===== config.mk =====
export PLATFORM = sky130hd
export DESIGN_NAME = phy_tx_arbiter
export DESIGN_NICKNAME = d
export VERILOG_FILES = /design/src/rtl/phy_tx_arbiter_pkg.sv /design/src/rtl/phy_tx_rr_arb2.sv /design/src/rtl/phy_tx_arbiter.sv
export SDC_FILE = /design/constraint.sdc
export NUM_CORES = 1
export LEC_CHECK = 0
export BUFFER_PORTS_ARGS = -buffer_cell sky130_fd_sc_hd__buf_2
export CORE_ASPECT_RATIO = 1.75
export CORE_MARGIN = 2
export CORE_UTILIZATION = 25
export CTS_CLUSTER_SIZE = 28
export DETAILED_ROUTE_END_ITERATION = 8
export SYNTH_ARGS = -nofsm -noshare
export SYNTH_HDL_FRONTEND = slang
export SYNTH_HIERARCHICAL = 1
export SYNTH_SLANG_ARGS = --single-unit

===== constraint.sdc =====
create_clock -name clk_2f_c -period 7.65 [get_ports clk_2f_c]
set_input_delay 1.1475 -clock clk_2f_c [delete_from_list [all_inputs] [get_ports clk_2f_c]]
set_output_delay 1.1475 -clock clk_2f_c [all_outputs]
set_load 0.01 [all_outputs]

===== src/rtl/phy_tx_arbiter_pkg.sv =====
// Shared definitions for the PHY TX arbiter slice.
//   tx_state_e        : link bring-up state encoding (IDLE, TRAIN, ACTIVE)
//   IDLE_WORD_DEFAULT : training / idle-fill symbol word
//   DATA_W            : width of requester and PHY data words
package phy_tx_arbiter_pkg;

  typedef enum logic [1:0] {
    IDLE   = 2'd0,
    TRAIN  = 2'd1,
    ACTIVE = 2'd2
  } tx_state_e;

  localparam int          DATA_W            = 32;
  localparam logic [31:0] IDLE_WORD_DEFAULT = 32'hBCBC_BCBC;

endpackage


===== src/rtl/phy_tx_rr_arb2.sv =====
// Combinational two-way round-robin grant.
//   enable      : in  - arbitration allowed this cycle (all grants low otherwise)
//   valid0/1    : in  - requester offers a word
//   last_served : in  - 1 when requester 1 was served most recently
//   grant0/1    : out - one-hot (or zero) grant
// A lone valid requester always wins; on a tie the requester not served
// last wins.
module phy_tx_rr_arb2 (
  input  logic enable,
  input  logic valid0,
  input  logic valid1,
  input  logic last_served,
  output logic grant0,
  output logic grant1
);

  always_comb begin
    grant0 = 1'b0;
    grant1 = 1'b0;
    if (enable) begin
      if (valid0 && (!valid1 || last_served)) begin
        grant0 = 1'b1;
      end else if (valid1) begin
        grant1 = 1'b1;
      end
    end
  end

endmodule


===== src/rtl/phy_tx_arbiter.sv =====
// PHY TX arbiter: brings the link up with a run of training words, then
// multiplexes two requester streams onto the PHY TX data path.
//   clk_2f_c              : in  - single clock, rising edge
//   reset                 : in  - synchronous, active-high
//   en                    : in  - link enable; dropping it returns to IDLE
//   req0_valid/req0_data  : in  - requester 0 word offer
//   req1_valid/req1_data  : in  - requester 1 word offer
//   req0_ready/req1_ready : out - combinational grants (transfer on valid && ready)
//   valid_in_phy          : out - registered PHY TX valid_in
//   Data_in_phy           : out - registered PHY TX Data_in
//   link_up               : out - registered, high only in ACTIVE
//   tx_count              : out - registered count of accepted words (wraps)
// Build option: define PHY_TX_IDLE_INSERT_EN to emit IDLE_WORD with valid
// on every ACTIVE cycle that follows a cycle without an accepted word.
module phy_tx_arbiter
  import phy_tx_arbiter_pkg::*;
#(
  parameter int          TRAIN_WORDS = 4,
  parameter logic [31:0] IDLE_WORD   = IDLE_WORD_DEFAULT
) (
  input  logic              clk_2f_c,
  input  logic              reset,
  input  logic              en,
  input  logic              req0_valid,
  input  logic [DATA_W-1:0] req0_data,
  input  logic              req1_valid,
  input  logic [DATA_W-1:0] req1_data,
  output logic              req0_ready,
  output logic              req1_ready,
  output logic              valid_in_phy,
  output logic [DATA_W-1:0] Data_in_phy,
  output logic              link_up,
  output logic [15:0]       tx_count
);

`ifdef PHY_TX_IDLE_INSERT_EN
  localparam logic FILL_VALID = 1'b1;
`else
  localparam logic FILL_VALID = 1'b0;
`endif

  // Training counter holds the number of TRAIN cycles still to come.
  localparam logic [7:0] TRAIN_LAST = 8'(TRAIN_WORDS - 1);

  tx_state_e         state_q;
  logic              last_served_q;
  logic [7:0]        train_cnt_q;
  logic              vld_p1;
  logic [DATA_W-1:0] data_p1;
  logic              link_q;
  logic [15:0]       tx_count_q;

  logic              arb_en;
  logic              grant0;
  logic              grant1;
  logic              accept;
  logic [DATA_W-1:0] accept_data;

  // Grants are suppressed by reset and by en low in the same cycle.
  assign arb_en = !reset && en && (state_q == ACTIVE);

  phy_tx_rr_arb2 u_arb (
    .enable      (arb_en),
    .valid0      (req0_valid),
    .valid1      (req1_valid),
    .last_served (last_served_q),
    .grant0      (grant0),
    .grant1      (grant1)
  );

  assign accept      = grant0 || grant1;
  assign accept_data = grant0 ? req0_data : req1_data;

  // ---- stage p0 -> p1: state update and registered PHY outputs ----
  always_ff @(posedge clk_2f_c) begin
    if (reset) begin
      state_q       <= IDLE;
      last_served_q <= 1'b1;
      train_cnt_q   <= 8'd0;
      vld_p1        <= 1'b0;
      data_p1       <= '0;
      link_q        <= 1'b0;
      tx_count_q    <= 16'd0;
    end else begin
      case (state_q)
        IDLE: begin
          if (en) begin
            state_q     <= TRAIN;
            train_cnt_q <= TRAIN_LAST;
            vld_p1      <= 1'b1;
            data_p1     <= IDLE_WORD;
          end else begin
            vld_p1  <= 1'b0;
            data_p1 <= '0;
          end
        end
        TRAIN: begin
          if (!en) begin
            state_q     <= IDLE;
            train_cnt_q <= 8'd0;
            vld_p1      <= 1'b0;
            data_p1     <= '0;
          end else if (train_cnt_q == 8'd0) begin
            state_q <= ACTIVE;
            link_q  <= 1'b1;
            vld_p1  <= FILL_VALID;
            data_p1 <= IDLE_WORD;
          end else begin
            train_cnt_q <= train_cnt_q - 8'd1;
            vld_p1      <= 1'b1;
            data_p1     <= IDLE_WORD;
          end
        end
        ACTIVE: begin
          if (!en) begin
            state_q <= IDLE;
            link_q  <= 1'b0;
            vld_p1  <= 1'b0;
            data_p1 <= '0;
          end else if (accept) begin
            vld_p1        <= 1'b1;
            data_p1       <= accept_data;
            last_served_q <= grant1;
            tx_count_q    <= tx_count_q + 16'd1;
          end else begin
            // Without idle insertion the data bus keeps its last word.
            vld_p1 <= FILL_VALID;
            if (FILL_VALID) begin
              data_p1 <= IDLE_WORD;
            end
          end
        end
        default: begin
          state_q <= IDLE;
          link_q  <= 1'b0;
          vld_p1  <= 1'b0;
          data_p1 <= '0;
        end
      endcase
    end
  end

  assign req0_ready   = grant0;
  assign req1_ready   = grant1;
  assign valid_in_phy = vld_p1;
  assign Data_in_phy  = data_p1;
  assign link_up      = link_q;
  assign tx_count     = tx_count_q;

endmodule

==> results of run 1 <==
## metrics by stage
stage | hold slack, ns | util (%) | power [mW] | setup slack (ns) | cell area, um^2
after floorplan | 0.432 | - | 0.604 | 4.26 | 3080
after global placement | 0.455 | 32.0 | 0.677 | 3.21 | 3830
after detailed placement | 0.455 | 32.0 | 0.687 | 3.10 | 3830
after CTS | 0.464 | 34.4 | 1.09 | 3.30 | 4130
after global routing | 0.488 | 34.4 | 1.15 | 3.05 | 4130
final | 0.460 | 34.4 | 1.08 | 3.32 | 4130
## worst register-to-register path: stages (launching register included)
cell and delay [ns]:
dfxtp_1 0.33, inv_1 0.11, ha_1 0.31, nand2_1 0.45, nor2_1 0.26, nand2_1 0.11
a21oi_4 0.25, buf_4 0.47, o211ai_2 0.36, or3_4 0.50, or4_1 0.48, a21oi_1 0.16
## registers in the layout, indices dropped and copies added, names as in the netlist
name and count:
link_up 1, state_q 2, train_cnt_q 8, tx_count 16, Data_in_phy 32, last_served_q 1
valid_in_phy 1
## cells in the mapped netlist, types with 3 or more instances
cell type / number / share of area [%]
nor2_1: 53 / 6.5
xor2_1: 3 / 0.85
a22oi_1: 32 / 7.8
nor4_1: 5 / 1.0
a211oi_1: 4 / 0.97
mux2i_1: 21 / 6.8
nor3_1: 4 / 0.65
ha_1: 7 / 2.8
nor2b_1: 4 / 0.81
o31ai_1: 4 / 0.97
dfxtp_1: 61 / 40
nand3_1: 5 / 0.81
or3_1: 6 / 1.2
mux2_2: 16 / 5.8
xnor2_1: 6 / 1.7
a21oi_1: 14 / 2.3
buf_2: 3 / 0.49
clkbuf_1: 21 / 2.6
or4_1: 5 / 1.2
inv_1: 10 / 1.2
o21ai_0: 28 / 4.5
nand2_1: 15 / 1.8
## final timing paths
path         cells after the start  slack, ns       endpoint
min reg2reg                      2       0.46  last_served_q
min                              2       0.46  last_served_q
max reg2reg                     11       3.79   tx_count[13]
max                              7       3.32     req0_ready
## kinds of logic (layout without fill, tap and decap cells)
kind of cell | Yosys count | in the layout
AOI/OAI and AO/OA | 94 | 94
xor gates and xnor gates | 9 | 9
adders and majority gates | 7 | 7
buffers and inverters | 36 | 148
DFF | 61 | 61
muxes | 37 | 37
and+or+nand+nor | 105 | 105
## metal layers
metal | GRT usage, % | vias up | wire length [um] | share of wire, %
met3 | 3.98 | 15 | 558 | 6.7
met4 | 5.31 | 0 | 155 | 1.9
met5 | 0 | - | 0 | 0
met1 | 14.2 | 1355 | 3290 | 40
met2 | 22.9 | 102 | 4270 | 52
li1 | - | 1478 | - | -
## power by group
group	internal, mW	total, mW	switching, mW
clock network	0.258	0.399	0.140
logic	0.120	0.292	0.173
registers	0.359	0.386	0.0271
total	0.737	1.08	0.340
## cell type report
cell class,instances,area [um^2],share of cell area (%)
multi-input combinational,252,1750,42.3
sequential,61,1220,29.6
timing repair buffer,123,623,15.1
clock buffer,11,243,5.88
tap,165,206,5.00
clock inverter,4,48.8,1.18
inverter,10,37.5,0.910
==> impl_metrics.tcl, run 1 <==
set metrics [dict create \
    grt_pass1_vias 2869 \
    grt_use_total_pct 13.0 \
    critPathTopFamily "buffers and inverters" \
    synth_fa_ha_area_share_pct 2.84 \
    critPathKind "primary input to primary output" \
    synth-seq-area-share_pct 39.6 \
    ctsHoldBuffers 0 \
    max_slew_margin_pct 19.5 \
    die-width_um 87.9 \
    initialDrtViolationCount 141 \
    min_from "last_served_q" \
    r2r-start "state_q[0]" \
    hp-class "flop to flop" \
    dieArea_mm2 0.0133 \
    tightest_slew_ns 1.20 \
    synth.distinct_cells 41 \
    skew_ns 0.00553 \
    cts_sinks 61 \
    area_growth_pct 33.8 \
    syn-num-nets 425 \
    ir_worst_vdd_mv 0.114 \
    drive_above_1_share_pct 35.6 \
    numCtsBuffers 9 \
    antenna_found_initial 0 \
    postCtsSetupRepairBufs 0 \
    final_common_cell "buf_2" \
    vias_per_cell 4.71 \
    async_flop_share_pct 0 \
    synth-edff-count 0 \
    power.density_mw_per_mm2 261 \
    yosysWarningCount 6 \
    first_pass_iters 4 \
    coreArea_mm2 0.0120 \
    placementRows 53 \
    clock_latency_ns 0.33 \
    post-dp-hpwl_um 6060 \
    fin_nets 533 \
    start_kind "primary input" \
    ant_nets 0 \
    ys_ff_latch 61 \
    rsz0062_at_grt "no" \
    worst_setup_path_end_kind "primary output" \
    wl_per_cell_um 13.2 \
    syn-mean-instance-area_um2 8.83 \
    final-hold-violation-count 0 \
    period_needed_ns 4.33 \
    p_leak_nw 1.77 \
    routed_wl_um 8280 \
    grt-ovfl-total 0 \
    cts_resized 0 \
    cp_slowest_cell "buf_4" \
    dp.cells 611 \
    cts-root-buf "clkbuf_16" \
    cp_max_fo 31 \
    finalNonFillerCells 626 \
    clkTransAtPathRegs_ns 0.05 \
    htree_levels 3 \
    cp.buffers_inverters 3 \
    cpPeakStageDelay_ns 0.47 \
    arrival_ns 3.18 \
    cts_buffer_depth 2 \
    ys.flop_type "dfxtp_1" \
    io_buffers 120 \
    nFillCells 1275 \
    cts_tree "done" \
    dieHeight_um 151 \
    crit_path_start "en" \
    fmax_mhz 231 \
    postSynthCellCount 349 \
    status "complete, no violations" \
    layout_common_cells "buf_2, dfxtp_1, nor2_1" \
    grt_pass1_wl_um 13500 \
    drv_cap 0 \
    antenna_cells 0 \
    place.gp.congestion 0.726 \
    setup_tns_ns 0 \
    grt_max_degree 61 \
    cp.required_ns 6.50 \
    report.final.slew_viol_count 0 \
    report.final.setup_viol 0 \
    synth-xor-area-share_pct 2.56 \
    post-route-drc-count 0 \
    syn_area_mm2 0.00308 \
    synthSimpleGateAreaFrac_pct 16.2 \
    ios 121 \
    synthMuxAreaShare_pct 12.7 \
    synth_top_family_by_area "compound AO/OA/AOI/OAI gates" \
    synth_compound_area_share_pct 21.5 \
    cp_cell_sequence "buf_2 -> nand2_1 -> nor2_1 -> nand2_1 -> a21oi_4 -> buf_4 -> buf_2" \
    num_vias 2950 \
    initial_core_util_pct 25.7 \
    fin_crit_sh_pct 56.6 \
]
No activity file was read; power rests on OpenSTA's default activity.
==> run 2: changes to the inputs <==
- clock period: 7.65 -> 3.7 ns (I/O delays scaled with it)
==> run 2 against run 1 <==
- hold slack better by 0.0091 ns
- sequential share of layout area shrank 0.28 points
- combinational power increased by 110%
- worst setup slack got worse by 2.5 ns
- total power is 110% higher
- sequential cell count did not move
- via count rose by 0.14%
- utilization increased by 0.32 points
- clock skew grew 0.00051 ns
- final area rose by 0.94%
- routed wire length increased by 0.35%
- count of clock-buffer cells in the layout fell by 1
- highest routed layer unchanged
==> impl_metrics.tcl, run 2 (same netlist as run 1, synthesis figures left out) <==
set metrics [dict create \
    post-route-drc-count 0 \
    fin_nets 538 \
    p_leak_nw 1.79 \
    die-width_um 87.9 \
    clkTransAtPathRegs_ns 0.06 \
    crit_top_cell "nand2_1" \
    final_common_cell "buf_2" \
    vias_per_cell 4.67 \
    cp_cell_sequence "inv_1 -> ha_1 -> nand2_1 -> nor2_1 -> nand2_1 -> a21oi_4 -> buf_4 -> buf_2" \
    r2r_cells 10 \
    num_vias 2954 \
    ios 121 \
    placementRows 53 \
    hold_path_end "last_served_q" \
    rrSetupSlack_ns 0.93 \
    final-hold-violation-count 0 \
    dieArea_mm2 0.0133 \
    cts_sinks 61 \
    setup_tns_ns 0 \
    clock_latency_ns 0.32 \
    rsz0062_at_grt "no" \
    tightest_slew_ns 0.615 \
    r2r-start "state_q[0]" \
    status "complete, no violations" \
    grt_max_degree 60 \
    pre_cts_ws_ns 0.861 \
    area_growth_pct 35.1 \
    placed_area_mm2 0.00387 \
    layout_common_cells "buf_2, dfxtp_1, nor2_1" \
    cp.required_ns 3.14 \
    drv_cap 0 \
    initial_core_util_pct 25.7 \
    initialDrtViolationCount 172 \
    max_slew_margin_pct 58.9 \
    fin_area_mm2 0.00417 \
    critPathTopFamily "buffers and inverters" \
    hold_depth 2 \
    p_total_mw 2.23 \
    multi_input_area_mm2 0.00175 \
    htree_levels 3 \
    wl_met2_um 4320 \
    fmax_mhz 352 \
    ctsHoldBuffers 0 \
    grt_pass1_wl_um 13500 \
    dieHeight_um 151 \
    first_pass_iters 4 \
    met1_length_um 3310 \
    grt_pass1_vias 2880 \
    grt_use_total_pct 12.8 \
    largest_register_ffs 32 \
    skew_ns 0.00604 \
    hp-class "flop to flop" \
    wl_per_cell_um 13.1 \
    timing.final.ws_setup_ns 0.858 \
    grt-ovfl-total 0 \
    drive_above_1_share_pct 36.4 \
    cts-root-buf "clkbuf_16" \
    ir_worst_vdd_mv 0.217 \
    report.final.setup_viol 0 \
    numCtsBuffers 9 \
    place.gp.congestion 0.720 \
    nFillCells 1287 \
    post-dp-hpwl_um 6190 \
    start_kind "flop" \
    antenna_found_initial 0 \
    r2r_end "tx_count[13]" \
    seqCellArea_mm2 0.00122 \
    arrival_ns 2.29 \
    dr_wl_met3_um 589 \
    cp_max_fo 35 \
    postCtsSetupRepairBufs 0 \
    critPathKind "flop to primary output" \
    cpPeakStageDelay_ns 0.47 \
    routed_wl_um 8310 \
    cts_tree "done" \
    ant_nets 0 \
    min_from "last_served_q" \
    report.final.slew_viol_count 0 \
    cp.buffers_inverters 3 \
    cp_slowest_cell "buf_4" \
    fin_crit_sh_pct 76.8 \
    antenna_cells 0 \
    cts_buffer_depth 2 \
    power.density_mw_per_mm2 535 \
    cts_resized 0 \
    coreArea_mm2 0.0120 \
    worst_setup_path_end_kind "primary output" \
    io_buffers 120 \
    period_needed_ns 2.84 \
    top_layer "met4" \
]
-- run 2: cell count changes in the layout (fill, tap and decap cells not counted) --
cell / delta
buf_4: +5
clkbuf_8: -1
clkinvlp_4: +2
-- run 2: cell type report --
cell class | instances | area share [%]
clock buffer | 10 | 5.50
clock inverter | 6 | 1.53
inverter | 10 | 0.901
multi-input combinational | 252 | 41.9
sequential | 61 | 29.3
tap | 165 | 4.96
timing repair buffer | 128 | 15.9
-- run 2: stage by stage --
step           util (%)  cells  hold slack (ns)
2_1_floorplan         -    349            0.432
3_3_place_gp       32.3    616            0.448
3_5_place_dp       32.3    616            0.451
4_1_cts            34.7    632            0.466
5_1_grt            34.7    632            0.502
6_report           34.7    632            0.469
-- run 2: worst max path at each step --
stage,endpoint,start,slack (ns),cells after the start
final,req0_ready,state_q[0],0.86,8
after global routing,req0_ready,state_q[0],0.64,8
after CTS,req0_ready,state_q[0],0.83,8
after detailed placement,Data_in_phy[10],en,0.86,12
after global placement,Data_in_phy[7],en,0.96,12
after floorplan,tx_count[13],reset,0.91,10
-- run 2: worst register-to-register path: cells and delay by family (launching register included) --
kind / cells / cell delay (ns)
compound gates: 3 / 0.65
fa+ha+maj: 1 / 0.32
buf+inv: 1 / 0.11
flops: 1 / 0.33
simple gates: 5 / 1.29
-- run 2: metal layers --
metal	vias to the layer above	global-route usage, %
li1	1490	-
met1	1361	14.5
met2	96	22.4
met3	7	3.76
met4	0	4.54
met5	-	0
-- run 2: report_power, final --
| part | switching (mW) | internal, mW | total (mW) |
|---|---|---|---|
| logic | 0.359 | 0.254 | 0.613 |
| registers | 0.0527 | 0.741 | 0.794 |
| clock network | 0.300 | 0.519 | 0.819 |
==> run 3: changes to the inputs <==
- clock period: 3.7 -> 2.3 ns (I/O delays scaled with it)
==> run 3 against run 2 <==
- combinational power up 66%
- hold slack lost 0.080 ns
- first-iteration DRC count decreased by 31%
- clock power up 56%
- highest routed layer unchanged
- utilization rose by 0.82 points
- clock skew about the same
- non-clock buffer count up 5
- register-to-register slack worse by 0.79 ns
- worst setup slack got worse by 0.72 ns
- via count increased by 1.5%
- sequential power is 62% higher
- sequential cell count unchanged
==> impl_metrics.tcl, run 3 (same netlist as run 1, synthesis figures left out) <==
set metrics [dict create \
    status "complete, no violations" \
    hold_slack_ns 0.389 \
    p_int_mw 2.40 \
    pre_cts_ws_ns -0.0212 \
    fmax_mhz 463 \
    grt_use_total_pct 13.6 \
    dieHeight_um 151 \
    cts_tree "done" \
    start_kind "flop" \
    cp_slowest_cell "or4_1" \
    p_sw_mw 1.20 \
    ios 121 \
    routed_wl_um 8820 \
    antenna_cells 0 \
    io_buffers 120 \
    report.final.slew_viol_count 0 \
    tightest_slew_ns 0.639 \
    drv_cap 0 \
    cts-root-buf "clkbuf_16" \
    vias_per_cell 4.71 \
    cts_sinks 61 \
    fin_crit_sh_pct 93.9 \
    die-width_um 87.9 \
    drive_above_1_share_pct 39.2 \
    numCtsBuffers 9 \
    antenna_found_initial 0 \
    hp-class "primary input to flop" \
    ant_nets 0 \
    ir_worst_vdd_mv 0.340 \
    placementRows 53 \
    wl_per_cell_um 13.8 \
    grt_pass1_vias 2957 \
    max_slew_margin_pct 57.4 \
    grt_pass1_wl_um 14000 \
    final_common_cell "buf_2" \
    dieArea_mm2 0.0133 \
    clkTransAtPathRegs_ns 0.06 \
    arrival_ns 2.41 \
    cp_max_fo 6 \
    final-hold-violation-count 0 \
    cp_cell_sequence "inv_4 -> ha_4 -> nand2_2 -> nor2_4 -> nand2_1 -> a21oi_4 -> o211ai_4 -> or3_4 -> or4_1 -> a21oi_2" \
    grt_max_degree 60 \
    initialDrtViolationCount 118 \
    htree_levels 3 \
    layout_common_cells "buf_2, dfxtp_1, nor2_1" \
    critPathKind "flop to flop" \
    report.final.setup_viol 0 \
    coreArea_mm2 0.0120 \
    grt-ovfl-total 0 \
    initial_core_util_pct 25.7 \
    clock_latency_ns 0.32 \
    nFillCells 1238 \
    timing.final.ws_setup_ns 0.141 \
    power_frac_seq_pct 35.9 \
    period_needed_ns 2.16 \
    skew_ns 0.00631 \
    p_sw_share_pct 33.3 \
    cp.required_ns 2.55 \
    num_vias 2998 \
    p_clk_share_pct 35.6 \
    first_pass_iters 4 \
    place.gp.congestion 0.780 \
    fin_nets 543 \
    p_total_mw 3.60 \
    cts_buffer_depth 2 \
    combPwrFrac_pct 28.5 \
    power.density_mw_per_mm2 844 \
    post-route-drc-count 0 \
    largest_register_ffs 32 \
    p_leak_nw 1.82 \
    post-dp-hpwl_um 6290 \
    cpPeakStageDelay_ns 0.43 \
    area_growth_pct 38.3 \
    worst_setup_path_end_kind "flop" \
]
run 3: cell types whose count changed in the layout (fill, tap and decap cells not counted), sizes merged:
cell | previous run | this run
clkinv | 3 | 2
bufinv | 1 | 0
buf | 128 | 133
inv | 10 | 11
clkbuf | 10 | 11
run 3: cell type report:
class / count / area [um^2] / area share (%)
clock buffers: 11 / 253 / 5.93
clock inverters: 5 / 33.8 / 0.792
inverters: 10 / 40.0 / 0.939
multi-input cells: 252 / 1800 / 42.1
flip-flops and latches: 61 / 1220 / 28.7
well taps: 165 / 206 / 4.84
repair buffers: 133 / 711 / 16.7
run 3: worst paths after layout:
path,cells after the start,start,slack (ns),endpoint
worst max-delay path,10,state_q[0],0.14,tx_count[13]
worst min-delay path,4,req0_data[22],0.39,Data_in_phy[22]
worst max register to register,10,state_q[0],0.14,tx_count[13]
worst min register to register,2,last_served_q,0.48,last_served_q
run 3: power by group through the flow:
stage | combinational, mW | sequential (mW) | clock [mW]
floorplan | 0.703 | 1.33 | 0
global placement | 0.995 | 1.30 | 0
detailed placement | 1.02 | 1.31 | 0
CTS | 1.03 | 1.29 | 1.32
global route | 1.15 | 1.31 | 1.37
finish | 1.02 | 1.29 | 1.28
run 3: timing repair:
action,4_1_cts,5_1_grt
gates resized for setup,1,4
gates cloned,0,0
setup buffers,0,2
setup endpoints to repair,16,5
hold buffers,0,0
run 3: metrics by stage:
step | util [%] | area, um^2 | TNS (ns) | std cells
floorplan | - | 3140 | -0.0926 | 349
global placement | 32.9 | 3940 | 0 | 619
detailed placement | 32.9 | 3940 | -0.0374 | 619
CTS | 35.3 | 4240 | 0 | 635
global route | 35.5 | 4260 | -0.00235 | 637
finish | 35.5 | 4260 | 0 | 637
run 3: per-layer routing:
layer / vias up / global-route usage [%] / part of all wire (%)
met1: 1390 / 14.2 / 40
met4: 0 / 6.00 / 1.7
met5: - / 0 / 0
li1: 1491 / - / -
met2: 103 / 25.0 / 52
met3: 14 / 3.22 / 6.0
run 3: worst max-delay path: cells and delay by family (launching register included):
kind                       cells  cell delay, ns
DFF                            1            0.35
adders and majority gates      1            0.13
AOI/OAI and AO/OA              3            0.45
and+or+nand+nor                5            1.08
buffers and inverters          1            0.08
